`config.mk`:
```
export PLATFORM = sky130hd
export DESIGN_NAME = guess_sequencer
export DESIGN_NICKNAME = d
export VERILOG_FILES = /design/src/rtl/guess_sequencer.sv
export SDC_FILE = /design/constraint.sdc
export NUM_CORES = 1
export LEC_CHECK = 0
export BUFFER_PORTS_ARGS = -buffer_cell sky130_fd_sc_hd__buf_4
export CORE_MARGIN = 2
export CORE_UTILIZATION = 40
export DETAILED_ROUTE_END_ITERATION = 8
export HOLD_SLACK_MARGIN = 0.06
export SYNTH_ARGS = -nofsm -noshare
export SYNTH_HDL_FRONTEND = slang
export SYNTH_SLANG_ARGS = --single-unit
```
`constraint.sdc`:
```
create_clock -name clk -period 8 [get_ports clk]
set_input_delay 1.2 -clock clk [delete_from_list [all_inputs] [get_ports clk]]
set_output_delay 1.2 -clock clk [all_outputs]
set_load 0.01 [all_outputs]
```
`src/rtl/guess_sequencer.sv`:
```
// Guess sequencer: captures UART bytes, keeps letters (forced to uppercase), queues them,
// and offers them one at a time to the game FSM. Optional used-letter filter: GUESS_SEQ_DUP_FILTER_EN.
module guess_sequencer #(
    parameter int FIFO_DEPTH = 4,
    parameter int CNT_W      = $clog2(FIFO_DEPTH + 1)
) (
    input  logic             clk,
    input  logic             nRst,
    input  logic [7:0]       rx_byte,
    input  logic             rx_ready,
    input  logic             rx_err,
    input  logic             game_rdy,
    input  logic             guess_ack,
    input  logic             flush,
    output logic [7:0]       guess,
    output logic             guess_valid,
    output logic             reject,
    output logic             overflow,
    output logic             dup_reject,
    output logic [CNT_W-1:0] pending
);
    localparam int PTR_W = $clog2(FIFO_DEPTH);

    typedef enum logic [1:0] {IDLE, OFFER, GAP} state_t;

    state_t             state_q, state_d;
    logic               cap_valid_q, cap_valid_d;
    logic [7:0]         cap_byte_q, cap_byte_d;
    logic               cap_err_q, cap_err_d;
    logic [7:0]         mem_q [FIFO_DEPTH];
    logic [7:0]         mem_d [FIFO_DEPTH];
    logic [PTR_W-1:0]   wr_ptr_q, wr_ptr_d;
    logic [PTR_W-1:0]   rd_ptr_q, rd_ptr_d;
    logic [CNT_W-1:0]   count_q, count_d;
    logic [7:0]         guess_q, guess_d;
    logic               guess_valid_q, guess_valid_d;
    logic               reject_q, reject_d;
    logic               overflow_q, overflow_d;
`ifdef GUESS_SEQ_DUP_FILTER_EN
    logic [25:0]        mask_q, mask_d;
    logic               dup_q, dup_d;
`endif

    logic       is_upper, is_lower, letter_ok, dup_hit, accept, full, pop, push;
    logic [7:0] norm, head;

    assign is_upper  = (cap_byte_q >= 8'h41) && (cap_byte_q <= 8'h5A);
    assign is_lower  = (cap_byte_q >= 8'h61) && (cap_byte_q <= 8'h7A);
    assign norm      = is_lower ? (cap_byte_q - 8'h20) : cap_byte_q;
    assign letter_ok = cap_valid_q && !cap_err_q && (is_upper || is_lower);
    assign head      = mem_q[rd_ptr_q];
    assign full      = (count_q == CNT_W'(FIFO_DEPTH));
    assign pop       = (state_q == OFFER) && guess_ack;
`ifdef GUESS_SEQ_DUP_FILTER_EN
    // 'A'..'Z' have low five bits 1..26, so subtracting one gives the mask index.
    assign dup_hit   = letter_ok && mask_q[norm[4:0] - 5'd1];
`else
    assign dup_hit   = 1'b0;
`endif
    assign accept    = letter_ok && !dup_hit;
    // A full FIFO still takes the letter when the head leaves in the same cycle.
    assign push      = accept && (!full || pop);

    always_comb begin
        state_d       = state_q;
        cap_valid_d   = rx_ready;
        cap_byte_d    = rx_ready ? rx_byte : cap_byte_q;
        cap_err_d     = rx_ready ? rx_err : cap_err_q;
        mem_d         = mem_q;
        wr_ptr_d      = wr_ptr_q;
        rd_ptr_d      = rd_ptr_q;
        count_d       = count_q;
        guess_d       = guess_q;
        guess_valid_d = guess_valid_q;
        reject_d      = cap_valid_q && !letter_ok;
        overflow_d    = accept && full && !pop;
`ifdef GUESS_SEQ_DUP_FILTER_EN
        mask_d        = mask_q;
        dup_d         = dup_hit;
`endif

        if (push) begin
            mem_d[wr_ptr_q] = norm;
            wr_ptr_d        = wr_ptr_q + PTR_W'(1);
        end
        if (pop) begin
            rd_ptr_d = rd_ptr_q + PTR_W'(1);
`ifdef GUESS_SEQ_DUP_FILTER_EN
            mask_d[head[4:0] - 5'd1] = 1'b1;
`endif
        end
        if (push && !pop)
            count_d = count_q + CNT_W'(1);
        else if (pop && !push)
            count_d = count_q - CNT_W'(1);

        case (state_q)
            IDLE: begin
                guess_d       = 8'h00;
                guess_valid_d = 1'b0;
                if (count_q != '0 && game_rdy) begin
                    state_d       = OFFER;
                    guess_d       = head;
                    guess_valid_d = 1'b1;
                end
            end
            OFFER: begin
                if (guess_ack) begin
                    state_d       = GAP;
                    guess_d       = 8'h00;
                    guess_valid_d = 1'b0;
                end else if (!game_rdy) begin
                    state_d       = IDLE;
                    guess_d       = 8'h00;
                    guess_valid_d = 1'b0;
                end
            end
            default: begin
                state_d       = IDLE;
                guess_d       = 8'h00;
                guess_valid_d = 1'b0;
            end
        endcase

        // New game: drop queue, captured byte and any pulse; wins over push/pop/ack.
        if (flush) begin
            state_d       = IDLE;
            cap_valid_d   = 1'b0;
            wr_ptr_d      = '0;
            rd_ptr_d      = '0;
            count_d       = '0;
            guess_d       = 8'h00;
            guess_valid_d = 1'b0;
            reject_d      = 1'b0;
            overflow_d    = 1'b0;
            mem_d         = mem_q;
`ifdef GUESS_SEQ_DUP_FILTER_EN
            mask_d        = '0;
            dup_d         = 1'b0;
`endif
        end
    end

    always_ff @(posedge clk or negedge nRst) begin
        if (!nRst) begin
            state_q       <= IDLE;
            cap_valid_q   <= 1'b0;
            cap_byte_q    <= 8'h00;
            cap_err_q     <= 1'b0;
            for (int i = 0; i < FIFO_DEPTH; i++) mem_q[i] <= 8'h00;
            wr_ptr_q      <= '0;
            rd_ptr_q      <= '0;
            count_q       <= '0;
            guess_q       <= 8'h00;
            guess_valid_q <= 1'b0;
            reject_q      <= 1'b0;
            overflow_q    <= 1'b0;
`ifdef GUESS_SEQ_DUP_FILTER_EN
            mask_q        <= '0;
            dup_q         <= 1'b0;
`endif
        end else begin
            state_q       <= state_d;
            cap_valid_q   <= cap_valid_d;
            cap_byte_q    <= cap_byte_d;
            cap_err_q     <= cap_err_d;
            mem_q         <= mem_d;
            wr_ptr_q      <= wr_ptr_d;
            rd_ptr_q      <= rd_ptr_d;
            count_q       <= count_d;
            guess_q       <= guess_d;
            guess_valid_q <= guess_valid_d;
            reject_q      <= reject_d;
            overflow_q    <= overflow_d;
`ifdef GUESS_SEQ_DUP_FILTER_EN
            mask_q        <= mask_d;
            dup_q         <= dup_d;
`endif
        end
    end

    assign guess       = guess_q;
    assign guess_valid = guess_valid_q;
    assign reject      = reject_q;
    assign overflow    = overflow_q;
    assign pending     = count_q;
`ifdef GUESS_SEQ_DUP_FILTER_EN
    assign dup_reject  = dup_q;
`else
    assign dup_reject  = 1'b0;
`endif
endmodule

```
# ---- Word level (Yosys, flattened, before mapping)
# Index checks and enable logic that the tools add are counted.
dict set report totals {
  memories 0
  register_bits 62
  latch_bits 0
  word_cells 93
  mem_bits_rw 0
  romBits 0
  out_inout_bits 15
}
dict set report op_classes {
  add_sub_neg 5
  order_cmp 7
  n_reduce_logical 27
  n_mux 32
  n_shift 0
  n_div 0
  n_eq_ne 4
  n_mul 0
  bitwise 3
}
# op n
set op_table {}
lappend op_table {{$mux W8} 8}
lappend op_table {{$bwmux W32} 1}
lappend op_table {{$bmux W8 S2} 1}
lappend op_table {{$demux W8 S2} 1}
lappend op_table {{$ge A8 B7 Y1 const B} 2}
lappend op_table {{$le A8 B7 Y1 const B} 2}
lappend op_table {{$mux W2} 8}
lappend op_table {{$pmux W8 S2} 1}
lappend op_table {{$logic_and A1 B1 Y1} 13}
lappend op_table {{$mux W3} 3}
lappend op_table {{$sub A8 B6 Y8 const B} 1}
lappend op_table {{$mux W1} 7}
lappend op_table {{$ge A3 B3 Y1 const B} 2}
lappend op_table {{$not A2 Y3} 2}
lappend op_table {{$reduce_bool A3 Y1} 2}
lappend op_table {{$logic_not A1 Y1} 5}
lappend op_table {{$add A2 B1 Y2 const B} 2}
lappend op_table {{$ne A4 B4 Y1 const B} 1}
lappend op_table {{$pmux W2 S2} 1}
lappend op_table {{$reduce_and A2 Y1} 2}
lappend op_table {{$reduce_bool A2 Y1} 2}
lappend op_table {{$add A3 B1 Y3 const B} 1}
lappend op_table {{$eq A3 B3 Y1 const B} 1}
lappend op_table {{$lt A3 B1 Y1 const B} 1}
lappend op_table {{7 further kinds} 8}

# ---- Logic depth before layout (Yosys ltp)
# Gate-level depths: netlist of run 1.
dict set report logic_depth {
  word_depth 10
  mapped_depth 9
  mapped_depth_nobuf 9
}

# ---- Worst setup path after synthesis of run 1
# Ideal clock, no wire load.
dict set report synth_timing {
  path_kind {input to register}
  start {in guess_ack}
  end {reg count_q[1], in the netlist pending[1]}
  setup_slack_ns 5.072
  t_required_ns 7.922
  arrival_ns 2.849
  path_stages 8
  setup_ns 0.078
  path_buffers 1
  path_cell_list {and3b_1 > clkbuf_1 > or4_1 > nor2_1 > fa_1 > inv_1 > o211ai_1 > a21oi_1}
}
dict set report synth_between {
  elab_chain_cells 6
}
# item line_no
set synth_rtl {}
lappend synth_rtl {{start: declaration} 13} ;# input logic guess_ack,
lappend synth_rtl {{$logic_and A1 B1 Y1 (*)} 53} ;# assign pop = (state_q == OFFER) && guess_ack;
lappend synth_rtl {{$logic_or A1 B1 Y1} 62} ;# assign push = accept && (!full || pop);
lappend synth_rtl {{$logic_and A1 B1 Y1} 62}
lappend synth_rtl {{$logic_and A1 B1 Y1 / $logic_not A1 Y1 (equally long branches)} {92, 94}}
lappend synth_rtl {{$mux W3 / $logic_and A1 B1 Y1 (equally long branches)} {92, 94}}
lappend synth_rtl {{$mux W3 / $reduce_bool A3 Y1 (equally long branches)} n/a}
lappend synth_rtl {{end signal: assignment} 170} ;# count_q <= count_d;
lappend synth_rtl {{end: declaration} 34} ;# logic [CNT_W-1:0] count_q, count_d;
# Mark *: on every way between the ends. The rest lies on a longest branch, timed or not.
# A chain may end at the register's enable or synchronous reset.

# ---- Worst setup path after layout of run 1
dict set report layout_timing {
  start {reg cap_byte_q[2]}
  end {reg count_q[2], in the netlist pending[2]}
}
dict set report layout_between {
  elab_chain_cells 8
}
# item line_no
set layout_rtl {}
lappend layout_rtl {{start: declaration} 28} ;# logic [7:0] cap_byte_q, cap_byte_d;
lappend layout_rtl {{start signal: assignment} 165} ;# cap_byte_q <= cap_byte_d;
lappend layout_rtl {{$ge A8 B7 Y1 (tied with other cells)} 47} ;# assign is_upper = (cap_byte_q >= 8'h41) && (cap_byte_q <= 8'h5A);
lappend layout_rtl {{$logic_and A1 B1 Y1 (on tied branches)} {47, 48}}
lappend layout_rtl {{$logic_or A1 B1 Y1 (*)} 50} ;# assign letter_ok = cap_valid_q && !cap_err_q && (is_upper || is_lower);
lappend layout_rtl {{$logic_and A1 B1 Y1 (*)} 50}
lappend layout_rtl {{$logic_and A1 B1 Y1 (*)} 62}
lappend layout_rtl {{$logic_and A1 B1 Y1 / $logic_not A1 Y1 (equally long branches)} {92, 94}}
lappend layout_rtl {{$mux W3 / $logic_and A1 B1 Y1 (equally long branches)} {92, 94}}
lappend layout_rtl {{$mux W3 / $reduce_bool A3 Y1 (equally long branches)} n/a}
# Marks and branches as above.

==> results.json, run 1 <==
{
  "cts.sinks": 62,
  "finalCritPeriodShare_pct": 35.0,
  "worstPathArrival_ns": 3.05,
  "power_density_mw_per_mm2": 211,
  "r2r-start": "cap_byte_q[2]",
  "rsz0062_at_grt": "no",
  "stdcell_count": 360,
  "synthTopCellsByArea": "dfrtp_1 54%, mux2_2 11%, mux4_2 6.3%",
  "hpwl_um": 3610,
  "globalplace.congestion": 0.849,
  "clock_latency_ns": 0.33,
  "num_antenna_cells": 0,
  "core-area_mm2": 0.00687,
  "min-delay-start": "guess_valid",
  "io_pins": 30,
  "grt_pass1_wl_um": 8950,
  "drive_gt1_share_pct": 34.5,
  "root_buffer": "clkbuf_8",
  "synth-edff-count": 0,
  "fin_skew_ns": 0.00538,
  "cts_max_level": 3,
  "io_buffers": 28,
  "ctsResizeCount": 0,
  "reg2reg_to": "pending[2]",
  "first_global_vias": 1762,
  "dr.pass1.iters": 4,
  "startpoint_type": "flop",
  "min_path_type": "reg -> reg",
  "initial_core_util_pct": 41.9,
  "antenna_found_initial": 0,
  "hold_end": "guess_valid",
  "postRouteWirelength_um": 5320,
  "cts_tree": "done",
  "worst-r2r-cell-count": 8,
  "grt-ovfl-total": 0,
  "fin_area_mm2": 0.00340,
  "status": "completed",
  "synth_area_per_cell_um2": 12.6,
  "final_nets": 282,
  "endpoint_kind": "flop",
  "yosys.area.top_type": "dfrtp_1",
  "syn_inst": 228,
  "placed_cell_area_mm2": 0.00318,
  "async_reset_ff_share_pct": 100,
  "antenna_left": 0,
  "path_max_fanout": 9,
  "dieArea_mm2": 0.00789,
  "fin_tns_setup_ns": 0,
  "drtIter0Drc": 82,
  "holdWs_ns": 0.473,
  "netlist_area_mm2": 0.00288,
  "synth_ff_type": "dfrtp_1",
  "dr_total_vias": 1815,
  "required_ns": 8.25,
  "synth.net_count": 250,
  "worst_pin_slew_ns": 1.09,
  "grt_usage_pct": 15.6,
  "yosys_warnings": 0,
  "clk_pin_slew_ns": 0.06,
  "grt_max_degree": 63,
  "yosysSeqAreaShare_pct": 53.9,
  "cts_buffer_depth": 2,
  "ys_seq_elements": 62,
  "die_h_um": 88.8,
  "die_width_um": 88.8,
  "postCtsHoldBufs": 0,
  "slew_headroom_pct": 27.1,
  "drc": 0,
  "criticalPathCategory": "reg -> reg",
  "rows": 30,
  "hold_viol": 0,
  "area_growth_pct": 18.1,
  "cts_setup_buffers": 0,
  "viasPerCell": 5.04,
  "reg2reg_setup_slack_ns": 5.20,
  "synth_cell_types": 47,
  "wl_per_cell_um": 14.8,
  "final-max-slew-violation-count": 0,
  "synth_top_area_share_pct": 53.9,
  "ir_drop_mv": 0.0835,
  "maxCapViolCount": 0,
  "max_freq_mhz": 357,
  "min_period_ns": 2.80,
  "setup_violations": 0,
  "p_leak_uw": 0.00164,
  "dp_cells": 345,
  "numCtsBuffers": 9,
  "holdPathStages": 2
}
-- per-stage QoR --
| step | util (%) | setup slack, ns | power, uW |
|---|---|---|---|
| 3_5_place_dp | 46.3 | 4.90 | 422 |
| 2_1_floorplan | - | 5.07 | 392 |
| 4_1_cts | 49.5 | 5.22 | 729 |
| 3_3_place_gp | 46.3 | 4.96 | 420 |
| 5_1_grt | 49.5 | 5.00 | 754 |
| 6_report | 49.5 | 5.20 | 719 |
-- layout make-up --
cell class,count,area (um^2)
fillers,646,3470
flip-flops and latches,62,1550
multi-input cells,138,1210
repair buffers,29,218
clock buffers,11,151
well taps,96,120
inverters,20,75.1
clock inverters,4,70.1
-- metal layers --
| layer | wire, um | GRT usage [%] | part of all wire (%) | vias up |
|---|---|---|---|---|
| li1 | - | - | - | 858 |
| met2 | 2400 | 23.5 | 45 | 48 |
| met5 | 0 | 0 | 0 | - |
| met1 | 2550 | 20.7 | 48 | 895 |
| met4 | 139 | 8.26 | 2.6 | 0 |
| met3 | 234 | 4.01 | 4.4 | 14 |
-- synth_stat cells, types with 3 or more instances --
cell type,count
a21oi_1,3
and2_1,3
clkbuf_1,3
dfrtp_1,62
ha_1,6
inv_1,20
mux2_1,4
mux2_2,29
mux4_2,8
nand2_1,17
nand2_4,4
nor2_1,11
o211ai_1,3
o21ai_0,13
-- layout by cell type, fill, tap and decap left out, drive strengths merged, types with 2 or more instances in the layout --
cell type / n
xnor2: 2
bufinv: 2
nor3b: 2
or3b: 2
o31ai: 2
or4: 2
nand3: 2
clkbuf: 11
nor2: 12
nand2b: 2
and3b: 2
o211ai: 3
inv: 20
buf: 29
a21oi: 3
dfrtp: 62
nor4: 2
and2: 4
mux2: 34
ha: 6
nand2: 21
mux4: 8
o21ai: 14
clkinv: 2
-- flip-flops by register name, indices dropped and copies added (netlist names), 2 cells and up --
| signal | count |
|---|---|
| state_q | 2 |
| pending | 3 |
| guess | 8 |
| cap_byte_q | 8 |
| wr_ptr_q | 2 |
| rd_ptr_q | 2 |
| mem_q | 32 |
-- cells by family (layout without fill, tap and decap cells) --
kind of cell	count (synthesis)	after routing	synth area share, %
compound gates	28	28	6.30
xor+xnor	3	3	0.913
fa+ha+maj	7	7	3.30
buf+inv	28	64	3.91
flops	62	62	53.9
mux	43	43	20.0
other cells	1	1	0.130
simple gates	56	56	11.5
-- worst max-delay path by stage --
stage	startpoint	end	slack [ns]	depth (start not counted)
2_1_floorplan	guess_ack	pending[1]	5.07	8
3_3_place_gp	guess_ack	pending[1]	4.96	8
3_5_place_dp	guess_ack	pending[1]	4.90	8
4_1_cts	cap_byte_q[2]	pending[2]	5.22	8
5_1_grt	cap_byte_q[2]	pending[2]	5.00	8
6_report	cap_byte_q[2]	pending[2]	5.20	8
-- worst max-delay path: stages (launching register included) --
cell	delay (ns)
dfrtp_1	0.49
or4_1	0.60
o21ai_2	0.36
or4_1	0.27
nor2_1	0.08
fa_1	0.42
o311ai_1	0.13
o32ai_1	0.17
nor3b_1	0.20
-- where the power goes --
part	internal [uW]	switching [uW]
Combinational	35.7	33.6
Clock	190	114
Sequential	331	15.2
Power figures use the tool's default switching activity.
==> run 2, diff against run 1 <==
Settings changed: ABC_AREA set to 1.
Clock period 8 ns to 2.5 ns, I/O delays scaled along.
==> run 2 against run 1 <==
  * Non-clock buffer count increased by 2
  * Combinational power increased to 4.4 times the previous value
  * Utilization decreased by 2.0 points
  * Critical path depth increased by 5
  * Sequential share of layout area decreased by 0.32 points
  * Register-to-register slack got worse by 4.8 ns
  * First-iteration DRC count increased by 30%
  * Critical path type unchanged
  * Largest cell class unchanged
  * Highest routed layer unchanged
==> results.json, run 2 <==
{
  "grt-ovfl-total": 0,
  "placed_cell_area_mm2": 0.00323,
  "core-area_mm2": 0.00721,
  "critical-path-top-delay-family": "simple AND/OR/NAND/NOR gates",
  "worstPathArrival_ns": 2.35,
  "wl_per_cell_um": 12.6,
  "yosys.cell_count.top_type": "nand2_1",
  "synth_ff_type": "dfrtp_1",
  "antenna_found_initial": 0,
  "rows": 31,
  "regMostFlops": "mem_q",
  "synth_top_area_share_pct": 52.5,
  "power_density_mw_per_mm2": 659,
  "final-max-slew-violation-count": 0,
  "async_reset_ff_share_pct": 100,
  "maxCapViolCount": 0,
  "p_leak_uw": 0.00178,
  "criticalPathCategory": "reg -> reg",
  "fin_skew_ns": 0.00612,
  "dr.pass1.iters": 5,
  "holdWs_ns": 0.0996,
  "antenna_left": 0,
  "fin_area_mm2": 0.00342,
  "io_pins": 30,
  "postRouteWirelength_um": 5930,
  "synth_cell_types": 31,
  "cts_buffer_depth": 2,
  "cts_tree": "done",
  "yosys_warnings": 0,
  "min_path_type": "in -> async",
  "yosys.area.top_type": "dfrtp_1",
  "ctsResizeCount": 0,
  "critPathBufInv": 3,
  "startpoint_type": "flop",
  "post-route-util_pct": 47.5,
  "path_cells": "nor2_2, nand3_1, nand2_1, inv_1, nand4_1, inv_1, fa_1, xnor2_1, inv_1, nand2_1, nand2_1, nand2_1, nand2_1",
  "reg2reg_setup_slack_ns": 0.38,
  "fin_tns_setup_ns": 0,
  "die_h_um": 90.0,
  "globalplace.congestion": 0.832,
  "yosysSeqAreaShare_pct": 52.5,
  "ys_top_cells_by_count": "111 x nand2_1, 62 x dfrtp_1, 42 x inv_1",
  "ir_drop_mv": 0.248,
  "dieArea_mm2": 0.00810,
  "area_growth_pct": 15.8,
  "drtIter0Drc": 107,
  "rsz0062_at_grt": "no",
  "dr_total_vias": 2216,
  "drc": 0,
  "worst_pin_slew_ns": 0.779,
  "die_width_um": 90.0,
  "root_buffer": "clkbuf_8",
  "endpoint_kind": "flop",
  "io_buffers": 28,
  "first_global_vias": 2091,
  "synth_area_per_cell_um2": 8.72,
  "mostFrequentLayoutCell": "nand2_1",
  "num_antenna_cells": 0,
  "postCtsHoldBufs": 0,
  "fillers": 740,
  "initial_core_util_pct": 41.0,
  "synthTopCellsByArea": "dfrtp_1 52%, nand2_1 14%, inv_1 5.3%",
  "mostFrequentLayoutCells": "111 x nand2_1, 62 x dfrtp_1, 42 x inv_1, 31 x buf_4, 16 x o21ai_1",
  "grt_usage_pct": 16.6,
  "path_max_fanout": 5,
  "cts.sinks": 62,
  "status": "completed",
  "netlist_area_mm2": 0.00296,
  "drive_gt1_share_pct": 16.9,
  "numCtsBuffers": 9,
  "crit_slowest_cell": "dfrtp_1",
  "syn_inst": 339,
  "final_nets": 391,
  "worst_path_most_repeated_cell": "nand2_1",
  "clk_pin_slew_ns": 0.06,
  "max_freq_mhz": 473,
  "grt_max_degree": 63,
  "clock_latency_ns": 0.34,
  "cts_setup_buffers": 0,
  "hpwl_um": 4110,
  "largest_reg_flops": 32,
  "ys_seq_elements": 62,
  "setup_violations": 0,
  "required_ns": 2.74,
  "slew_headroom_pct": 48.0,
  "synth.net_count": 361,
  "viasPerCell": 4.70,
  "hold_viol": 0,
  "grt_pass1_wl_um": 10500,
  "synth-edff-count": 0,
  "min_period_ns": 2.12,
  "cpPeakStageDelay_ns": 0.40,
  "cts_max_level": 3,
  "finalCritPeriodShare_pct": 84.7
}
[run 2: layer usage]
layer,up-vias,track usage [%],wire length [um],share of wire (%)
li1,1145,-,-,-
met1,1021,23.0,2970,50
met2,41,24.4,2610,44
met3,9,4.53,237,4.0
met4,0,7.69,114,1.9
met5,-,0,0,0
[run 2: final cells by class]
class	instances	area (um^2)	area share (%)
Tap cell	99	124	3.62
Multi-Input combinational cell	220	1150	33.7
Clock buffer	14	193	5.63
Inverter	45	169	4.93
Timing Repair Buffer	31	233	6.80
Sequential cell	62	1550	45.3
[run 2: power by group]
group	internal (uW)	switching, uW	total (uW)
Clock	484	356	841
Combinational	126	180	306
Sequential	1070	44.8	1110
[run 2: kinds of logic (layout without fill, tap and decap cells)]
kind of cell | count (synthesis) | count (layout) | synth area share (%)
AND/OR/NAND/NOR | 149 | 149 | 22.3
AO/OA/AOI/OAI | 62 | 62 | 13.1
flip-flops | 62 | 62 | 52.5
buffers and inverters | 57 | 90 | 8.46
adder cells (fa/ha/maj) | 7 | 7 | 3.22
other | 1 | 1 | 0.127
XOR/XNOR | 1 | 1 | 0.296
[run 2: worst paths after layout]
path / endpoint / cells after the start / startpoint
max in group asynchronous: guess[7] / 1 / nRst
setup reg to reg: pending[2] / 13 / cap_byte_q[2]
hold reg to reg: mem_q[13] / 2 / mem_q[13]
min in group clk: cap_err_q / 3 / rx_err
hold / removal: mem_q[11] / 1 / nRst
setup / recovery: pending[2] / 13 / cap_byte_q[2]
[run 2: metrics by stage]
stage / power, uW / setup slack [ns] / cells
after detailed placement: 1440 / 0.417 / 457
final: 2260 / 0.384 / 471
after CTS: 2290 / 0.398 / 471
after floorplan: 1320 / 0.567 / 339
after global routing: 2390 / 0.178 / 471
after global placement: 1430 / 0.480 / 457
